**src/rtl/compare_unit_if.sv**
```systemverilog
// Handshake bundle for compare_unit: operands and opcode in, Forth flag/result out.
interface compare_unit_if #(
  parameter int N = 32
);
  logic         i_valid;
  logic         i_ready;
  logic [N-1:0] i_a;
  logic [N-1:0] i_b;
  logic [2:0]   i_op;
  logic         o_valid;
  logic         o_ready;
  logic [N-1:0] o_result;
  logic [5:0]   o_flags;
  logic         o_busy;

  modport master (
    output i_valid, i_a, i_b, i_op, o_ready,
    input  i_ready, o_valid, o_result, o_flags, o_busy
  );

  modport slave (
    input  i_valid, i_a, i_b, i_op, o_ready,
    output i_ready, o_valid, o_result, o_flags, o_busy
  );
endinterface

```
**src/rtl/compare_unit.sv**
```systemverilog
// Digit-serial (MSB first, early-exit) Forth relational unit with {eq,neq,lt,lte,gt,gte} flags.
// Optional feature macro: FORTH_MINMAX_EN enables the operand mux for MIN (op 6) / MAX (op 7).
module compare_unit #(
  parameter int N = 32,
  parameter int W = 8
) (
  input logic            clk,
  input logic            rst,
  compare_unit_if.slave  bus
);
  localparam int ND = N / W;
  localparam int KW = (ND > 1) ? $clog2(ND) : 1;
  localparam logic [KW-1:0] K_LAST = KW'(ND - 1);

  if (N % W != 0) begin : g_width_check
    $error("compare_unit: N must be a multiple of W");
  end

  typedef enum logic [1:0] {IDLE, RUN, DONE} state_t;

  state_t        state_q;
  logic [N-1:0]  a_q, b_q;
  logic [2:0]    op_q;
  logic [KW-1:0] k_q;
  logic          valid_q;
  logic [N-1:0]  result_q;
  logic [5:0]    flags_q;

  logic [W-1:0]  a_dig [ND];
  logic [W-1:0]  b_dig [ND];

  // Digit 0 is the most significant slice.
  for (genvar gi = 0; gi < ND; gi++) begin : g_digit
    assign a_dig[gi] = a_q[N-1-gi*W -: W];
    assign b_dig[gi] = b_q[N-1-gi*W -: W];
  end

  logic         dig_lt, dig_gt, eq_d, scan_done, sel_flag;
  logic [5:0]   flags_d;
  logic [N-1:0] result_d;

  always_comb begin
    dig_lt    = a_dig[k_q] < b_dig[k_q];
    dig_gt    = a_dig[k_q] > b_dig[k_q];
    eq_d      = ~dig_lt & ~dig_gt;
    scan_done = dig_lt | dig_gt | (k_q == K_LAST);
    flags_d   = {eq_d, ~eq_d, dig_lt, dig_lt | eq_d, dig_gt, dig_gt | eq_d};
    sel_flag  = 1'b0;
    case (op_q)
      3'd0:    sel_flag = flags_d[5];
      3'd1:    sel_flag = flags_d[4];
      3'd2:    sel_flag = flags_d[3];
      3'd3:    sel_flag = flags_d[2];
      3'd4:    sel_flag = flags_d[1];
      3'd5:    sel_flag = flags_d[0];
      default: sel_flag = 1'b0;
    endcase
    result_d = {N{sel_flag}};
`ifdef FORTH_MINMAX_EN
    if (op_q == 3'd6) result_d = dig_lt ? a_q : b_q;
    if (op_q == 3'd7) result_d = dig_gt ? a_q : b_q;
`endif
  end

  always_ff @(posedge clk) begin
    if (rst) begin
      state_q  <= IDLE;
      k_q      <= '0;
      valid_q  <= 1'b0;
      result_q <= '0;
      flags_q  <= '0;
      a_q      <= '0;
      b_q      <= '0;
      op_q     <= '0;
    end else begin
      case (state_q)
        IDLE: begin
          if (bus.i_valid) begin
            a_q     <= bus.i_a;
            b_q     <= bus.i_b;
            op_q    <= bus.i_op;
            k_q     <= '0;
            state_q <= RUN;
          end
        end
        RUN: begin
          if (scan_done) begin
            flags_q  <= flags_d;
            result_q <= result_d;
            valid_q  <= 1'b1;
            state_q  <= DONE;
          end else begin
            k_q <= k_q + 1'b1;
          end
        end
        DONE: begin
          if (bus.o_ready) begin
            valid_q <= 1'b0;
            k_q     <= '0;
            state_q <= IDLE;
          end
        end
        default: state_q <= IDLE;
      endcase
    end
  end

  assign bus.i_ready  = (state_q == IDLE) & ~rst;
  assign bus.o_busy   = (state_q != IDLE);
  assign bus.o_valid  = valid_q;
  assign bus.o_result = result_q;
  assign bus.o_flags  = flags_q;
endmodule

```
**src/flat_wrapper.sv**
```systemverilog
// flat-port wrapper written by rule: the top's interface ports become plain ports
module compare_unit_flat 
#(
  parameter int N = 32,
  parameter int W = 8
)
  (clk, rst, bus_i_valid, bus_i_a, bus_i_b, bus_i_op, bus_o_ready, bus_i_ready, bus_o_valid, bus_o_result, bus_o_flags, bus_o_busy);
  compare_unit_if #(.N(N)) bus_i ();
  input logic clk;
  input logic rst;
  input wire logic [$bits(bus_i.i_valid)-1:0] bus_i_valid;
  input wire logic [$bits(bus_i.i_a)-1:0] bus_i_a;
  input wire logic [$bits(bus_i.i_b)-1:0] bus_i_b;
  input wire logic [$bits(bus_i.i_op)-1:0] bus_i_op;
  input wire logic [$bits(bus_i.o_ready)-1:0] bus_o_ready;
  output wire logic [$bits(bus_i.i_ready)-1:0] bus_i_ready;
  output wire logic [$bits(bus_i.o_valid)-1:0] bus_o_valid;
  output wire logic [$bits(bus_i.o_result)-1:0] bus_o_result;
  output wire logic [$bits(bus_i.o_flags)-1:0] bus_o_flags;
  output wire logic [$bits(bus_i.o_busy)-1:0] bus_o_busy;
  assign bus_i.i_valid = bus_i_valid;
  assign bus_i.i_a = bus_i_a;
  assign bus_i.i_b = bus_i_b;
  assign bus_i.i_op = bus_i_op;
  assign bus_i.o_ready = bus_o_ready;
  assign bus_i_ready = bus_i.i_ready;
  assign bus_o_valid = bus_i.o_valid;
  assign bus_o_result = bus_i.o_result;
  assign bus_o_flags = bus_i.o_flags;
  assign bus_o_busy = bus_i.o_busy;
  compare_unit #(.N(N), .W(W)) u_core (.clk(clk), .rst(rst), .bus(bus_i));
endmodule
```
**config.mk**
```make
export PLATFORM = sky130hd
export DESIGN_NAME = compare_unit_flat
export DESIGN_NICKNAME = d
export VERILOG_FILES = /design/src/rtl/compare_unit_if.sv /design/src/rtl/compare_unit.sv /design/src/flat_wrapper.sv
export SDC_FILE = /design/constraint.sdc
export NUM_CORES = 1
export LEC_CHECK = 0
export CAP_MARGIN = 20
export CORE_ASPECT_RATIO = 0.6
export CORE_MARGIN = 2
export CORE_UTILIZATION = 43
export DETAILED_ROUTE_END_ITERATION = 8
export PLACE_DENSITY = 0.77
export SLEW_MARGIN = 10
export SYNTH_ARGS = -nofsm -noshare
export SYNTH_HDL_FRONTEND = slang
export SYNTH_SLANG_ARGS = --single-unit
export TNS_END_PERCENT = 10
```
**constraint.sdc**
```tcl
create_clock -name clk -period 3.2 [get_ports clk]
set_clock_uncertainty 0.2 [all_clocks]
set_input_delay 0.8 -clock clk [delete_from_list [all_inputs] [get_ports clk]]
set_output_delay 0.8 -clock clk [all_outputs]
set_load 0.01 [all_outputs]
```
Yosys cells after proc, flatten, opt, wreduce, memory -nomap -nowiden
Cells that the tools add are included.
W data, S select, Z words.
Word-level totals
  bits in registers: 79
  input port bits: 71
  output and inout bits: 41
  logic and storage cells: 62
Cells by class
  $add $sub $neg: 1
  order comparisons: 3
  eq/ne operators: 12
  multiplexer cells: 17
  bitwise gates (word level): 11
  reduce and logical (&&, ||, !) cells: 10
Operators with widths (count)
  $bmux W8 S2: 2
  $mux W8: 4
  $pmux W2 S3: 2
  $mux W2: 5
  $gt A8 B8 Y1: 1
  $lt A8 B8 Y1: 1
  $eq A3 B2 Y1 const B: 2
  $eq A3 B3 Y1 const B: 2
  $ne A2 B2 Y1 const B: 3
  $pmux W1 S6: 1
  $reduce_and A3 Y1: 2
  $eq A2 B2 Y1 const B: 2
  $not A1 Y1: 4
  $or A1 B1 Y1: 4
  $reduce_and A2 Y1: 2
  $reduce_and A4 Y1: 1
  $reduce_bool A2 Y1: 2
  $eq A3 B1 Y1 const B: 1
  $ge A3 B3 Y1 const B: 1
  $logic_not A3 Y1: 1
  $not A2 Y3: 1
  $reduce_bool A3 Y1: 1
  $add A2 B1 Y2 const B: 1
  $and A1 B1 Y1: 2
  other kinds (5): 6

Longest topological paths before layout
  word-level depth: 9
  depth in mapped cells: 11
  depth with buffers taken out: 8

Worst setup path after synthesis
Ideal clock, no wire load.
  kind: register to register
  start point: register u_core.k_q[0]
  end point: register u_core.flags_q[0] (netlist: u_core.bus.o_flags[0])
  library setup time: 0.116 ns
  arrival: 2.857 ns
  slack: 0.027 ns
  stages on the path, launching flop included: 11
  buffers on the path: 3
  cell sequence: dfxtp_1 -> buf_2 -> buf_2 -> mux4_2 -> ha_1 -> nand4_1 -> or2_0 -> buf_2 -> a311oi_4 -> nor2_2 -> o211a_1
On the way
  longest elaborated chain between the ends: 8
  elaborated cells between the ends (all ways): 17
  classes of those cells: order compare: 2; eq/ne: 1; mux: 6; bitwise: 7; reduce/logical: 1
RTL lines
  start, declared: RTL line compare_unit.sv:24  | logic [KW-1:0] k_q;
  start signal, assigned: RTL line compare_unit.sv:93  | k_q <= k_q + 1'b1;
  $not A2 Y3 (not written as such): RTL line compare_unit.sv:43, compare_unit.sv:44
  $bmux W8 S2: RTL line compare_unit.sv:43, compare_unit.sv:44
  $mux W8 (not written as such) (2 in series): RTL line compare_unit.sv:43, compare_unit.sv:44
  $lt A8 B8 Y1 / $gt A8 B8 Y1 (equally long branches): RTL line compare_unit.sv:43, compare_unit.sv:44
  $or A1 B1 Y1 / $not A1 Y1 (equally long branches): RTL line compare_unit.sv:46, compare_unit.sv:45
  $or A1 B1 Y1 / $and A1 B1 Y1 (equally long branches): RTL line compare_unit.sv:46, compare_unit.sv:45
  $reduce_and A2 Y1 (no source line) / $or A1 B1 Y1 (equally long branches)
  end signal, assigned: RTL line compare_unit.sv:88  | flags_q <= flags_d;
  end, declared: RTL line compare_unit.sv:27  | logic [5:0] flags_q;
Parallel ways exist; a longest one is shown, timed or not. The select of a mux whose other input is x is not followed.
A chain may end at the register's enable or synchronous reset.

Worst setup path in the final report
  start point: register u_core.k_q[0]
  end point: register u_core.k_q[1]
On the way
  longest elaborated chain between the ends: 9
  elaborated cells between the ends (all ways): 17
  classes of those cells: add/sub: 1; order compare: 2; eq/ne: 2; mux: 8; bitwise: 3; reduce/logical: 1
RTL lines
  $not A2 Y3 (not written as such): RTL line compare_unit.sv:43, compare_unit.sv:44
  $bmux W8 S2: RTL line compare_unit.sv:43, compare_unit.sv:44
  $mux W8 (not written as such) (2 in series): RTL line compare_unit.sv:43, compare_unit.sv:44
  $lt A8 B8 Y1 / $gt A8 B8 Y1 (equally long branches): RTL line compare_unit.sv:43, compare_unit.sv:44
  $or A1 B1 Y1 (2 in series): RTL line compare_unit.sv:46  | scan_done = dig_lt | dig_gt | (k_q == K_LAST);
  $ne A2 B2 Y1 (no source line)
  $reduce_and A4 Y1 (no source line)
Parallel ways exist; a longest one is shown, timed or not. The select of a mux whose other input is x is not followed.

==> metrics.yaml <==
grt_max_degree: 78
yosysTopAreaCell: "dfxtp_1"
synth.cell_area_um2: 3710
fin_crit_sh_pct: 96.6
firstDrtPassIters: 4
grt_antenna_before_repair: 0
fillers: 728
regArea_um2: 1580
worstPathArrival_ps: 3110
cp-end-kind: "flop"
dpl.hpwl_um: 6200
layout-drive-gt1-share_pct: 9.09
hp-class: "flop to flop"
clk_pin_slew_ps: 60
viasPerCell: 5.15
grt_pass1_vias: 3042
finalCriticalPeriod_ps: 3090
avgSynthCellArea_um2: 8.39
synthDominantCellAreaShare_pct: 42.6
tightest_slew_ps: 777
r2r_cells: 8
holdPathStages: 2
async_flop_share_pct: 0
startpoint_type: "flop"
power_uw: 3370
n_antenna_cell: 0
grtUsageTotal_pct: 18.9
final_hold_viol_count: 0
drt-initial-drc-count: 253
rsz0062_at_grt: "no"
seq_area_frac_synth_pct: 42.6
startpoint: "u_core.k_q[0]"
multi_input_area_um2: 1740
nets: 592
crit_fanout: 19
wl_per_cell_um: 13.7
drt_wl_total_um: 8600
synth.area.top_cells: "dfxtp_1 (43%), nand2_1 (14%), a21oi_1 (11%)"
max_freq_mhz: 323
status: "completed"
synth_flop_cell: "dfxtp_1"
hold_path_end: "u_core.a_dig[8]"
cp_slowest_cell: "mux4_2"
die_w_um: 124
start_util_pct: 43.9
ys_ff_latch: 79
gp_congestion: 0.855
ioPinCount: 112
report.final.slew_viol_count: 0
grt_overflow: 0
drv_cap: 0
die_h_um: 76.0
ir_drop_uv: 276
cp_cell_sequence: "buf_12 -> mux4_2 -> ha_1 -> nand4_1 -> or2_1 -> a311oi_1 -> o21ai_0 -> a32o_1"
leakagePower_uw: 0.00188
setup-tns-final_ps: 0
cts_max_path_buffers: 2
cts.sinks: 79
r2r-start: "u_core.k_q[0]"
setup_violations: 0
cp.required_ps: 3220
slew_headroom_pct: 48.2
core_area_um2: 8460
hp-start: "u_core.a_dig[8]"
yosysMostFrequentCell: "nand2_1"
drc_errors: 0
ant_nets: 0
numCtsBuffers: 9
critPathKind: "flop to flop"
syn-num-nets: 523
synth-edff-count: 0
p_per_area_nw_per_um2: 667
grt_pass1_wl_um: 14100
h-tree-depth: 3
yosys_warnings: 0
r2r_slack_ps: 110
syn2layout_area_growth_pct: 35.9
cts_tree: "yes"
clkLatencyLatePin_ps: 330
rows: 26
die_area_um2: 9420
portBuffers: 111
reg2reg_to: "u_core.k_q[1]"
syn-instance-count: 443
cpPeakStageDelay_ps: 530
ys_types: 37
clockRootBuffer: "clkbuf_16"
vias: 3240
synth_commonest_cells: "nand2_1 (141), dfxtp_1 (79), a21oi_1 (78)"
[routing by layer]
layer  global-route usage [%]  up-vias  share of wire [%]
met5                        0        -                  0
met1                     26.3     1484                 46
met3                     5.39       11                8.9
met2                     29.1      134                 44
li1                         -     1611                  -
met4                     4.83        0               0.78
[sequential cells by signal, indices dropped and copies added, names as in the netlist]
signal	count
u_core.a_dig	32
u_core.bus.o_valid	1
u_core.k_q	2
u_core.bus.o_flags	6
u_core.op_q	3
u_core.state_q	2
u_core.b_dig	32
u_core.bus.o_result	1
[layout make-up]
cell class	instances	area share, %
inverter	12	0.892
multi-input combinational	292	34.5
clock inverter	7	2.38
tap	112	2.78
sequential	79	31.3
timing repair buffer	118	23.7
clock buffer	9	4.46
[worst max-delay path by stage]
stage	endpoint	slack (ps)	cells after the start
after floorplan	u_core.bus.o_flags[0]	30	10
after global placement	u_core.bus.o_result[0]	250	8
after detailed placement	u_core.k_q[1]	140	8
after CTS	u_core.k_q[1]	110	8
after global routing	u_core.k_q[1]	10	8
final	u_core.k_q[1]	110	8
[cell families after synthesis]
group	count (synthesis)	synth area share, %
muxes	17	9.97
adders and majority gates	9	3.03
buffers and inverters	72	10.6
and+or+nand+nor	165	17.8
DFF	79	42.6
AOI/OAI and AO/OA	101	16.0
[power by group]
part           switching [uW]  internal, uW  leakage [uW]  total, uW
sequential               62.8          1080      0.000648       1150
clock                     398           764      0.000166       1160
combinational             523           538       0.00106       1060
[timing repair]
item,4_1_cts,5_1_grt
buffers inserted,0,0
hold buffers,0,0
gates resized for setup,0,1
setup endpoints to repair,0,6
[through the flow]
step	setup slack, ps	util [%]	instance area, um^2	hold WS (ps)	cells
3_3_place_gp	250	55.6	4700	240	613
4_1_cts	109	59.7	5050	256	629
3_5_place_dp	137	55.6	4700	247	613
6_report	108	59.7	5050	254	629
2_1_floorplan	26.7	-	3710	233	443
5_1_grt	11.7	59.7	5050	275	629
[critical path: cells and delay by family (launching register included)]
family / cells / cell delay (ps)
flip-flops: 1 / 350
adder cells (fa/ha/maj): 1 / 320
AO/OA/AOI/OAI: 3 / 820
AND/OR/NAND/NOR: 2 / 560
buffers and inverters: 1 / 200
multiplexers: 1 / 530
[cells in the final DEF, fill, tap and decap left out, drive strengths merged, types with 2 or more instances in the layout]
master           n
a21oi           78
a311o            2
a311oi           3
a31oi            2
buf              8
bufinv           3
clkbuf           9
clkdlybuf4s50  110
clkinv           2
dfxtp           79
ha               9
inv             13
mux4            16
nand2          141
nand3            2
nand4            3
nor2             7
nor2b            4
o211a            3
o21ai            6
or2              2
or3              2
Power figures use the tool's default switching activity.
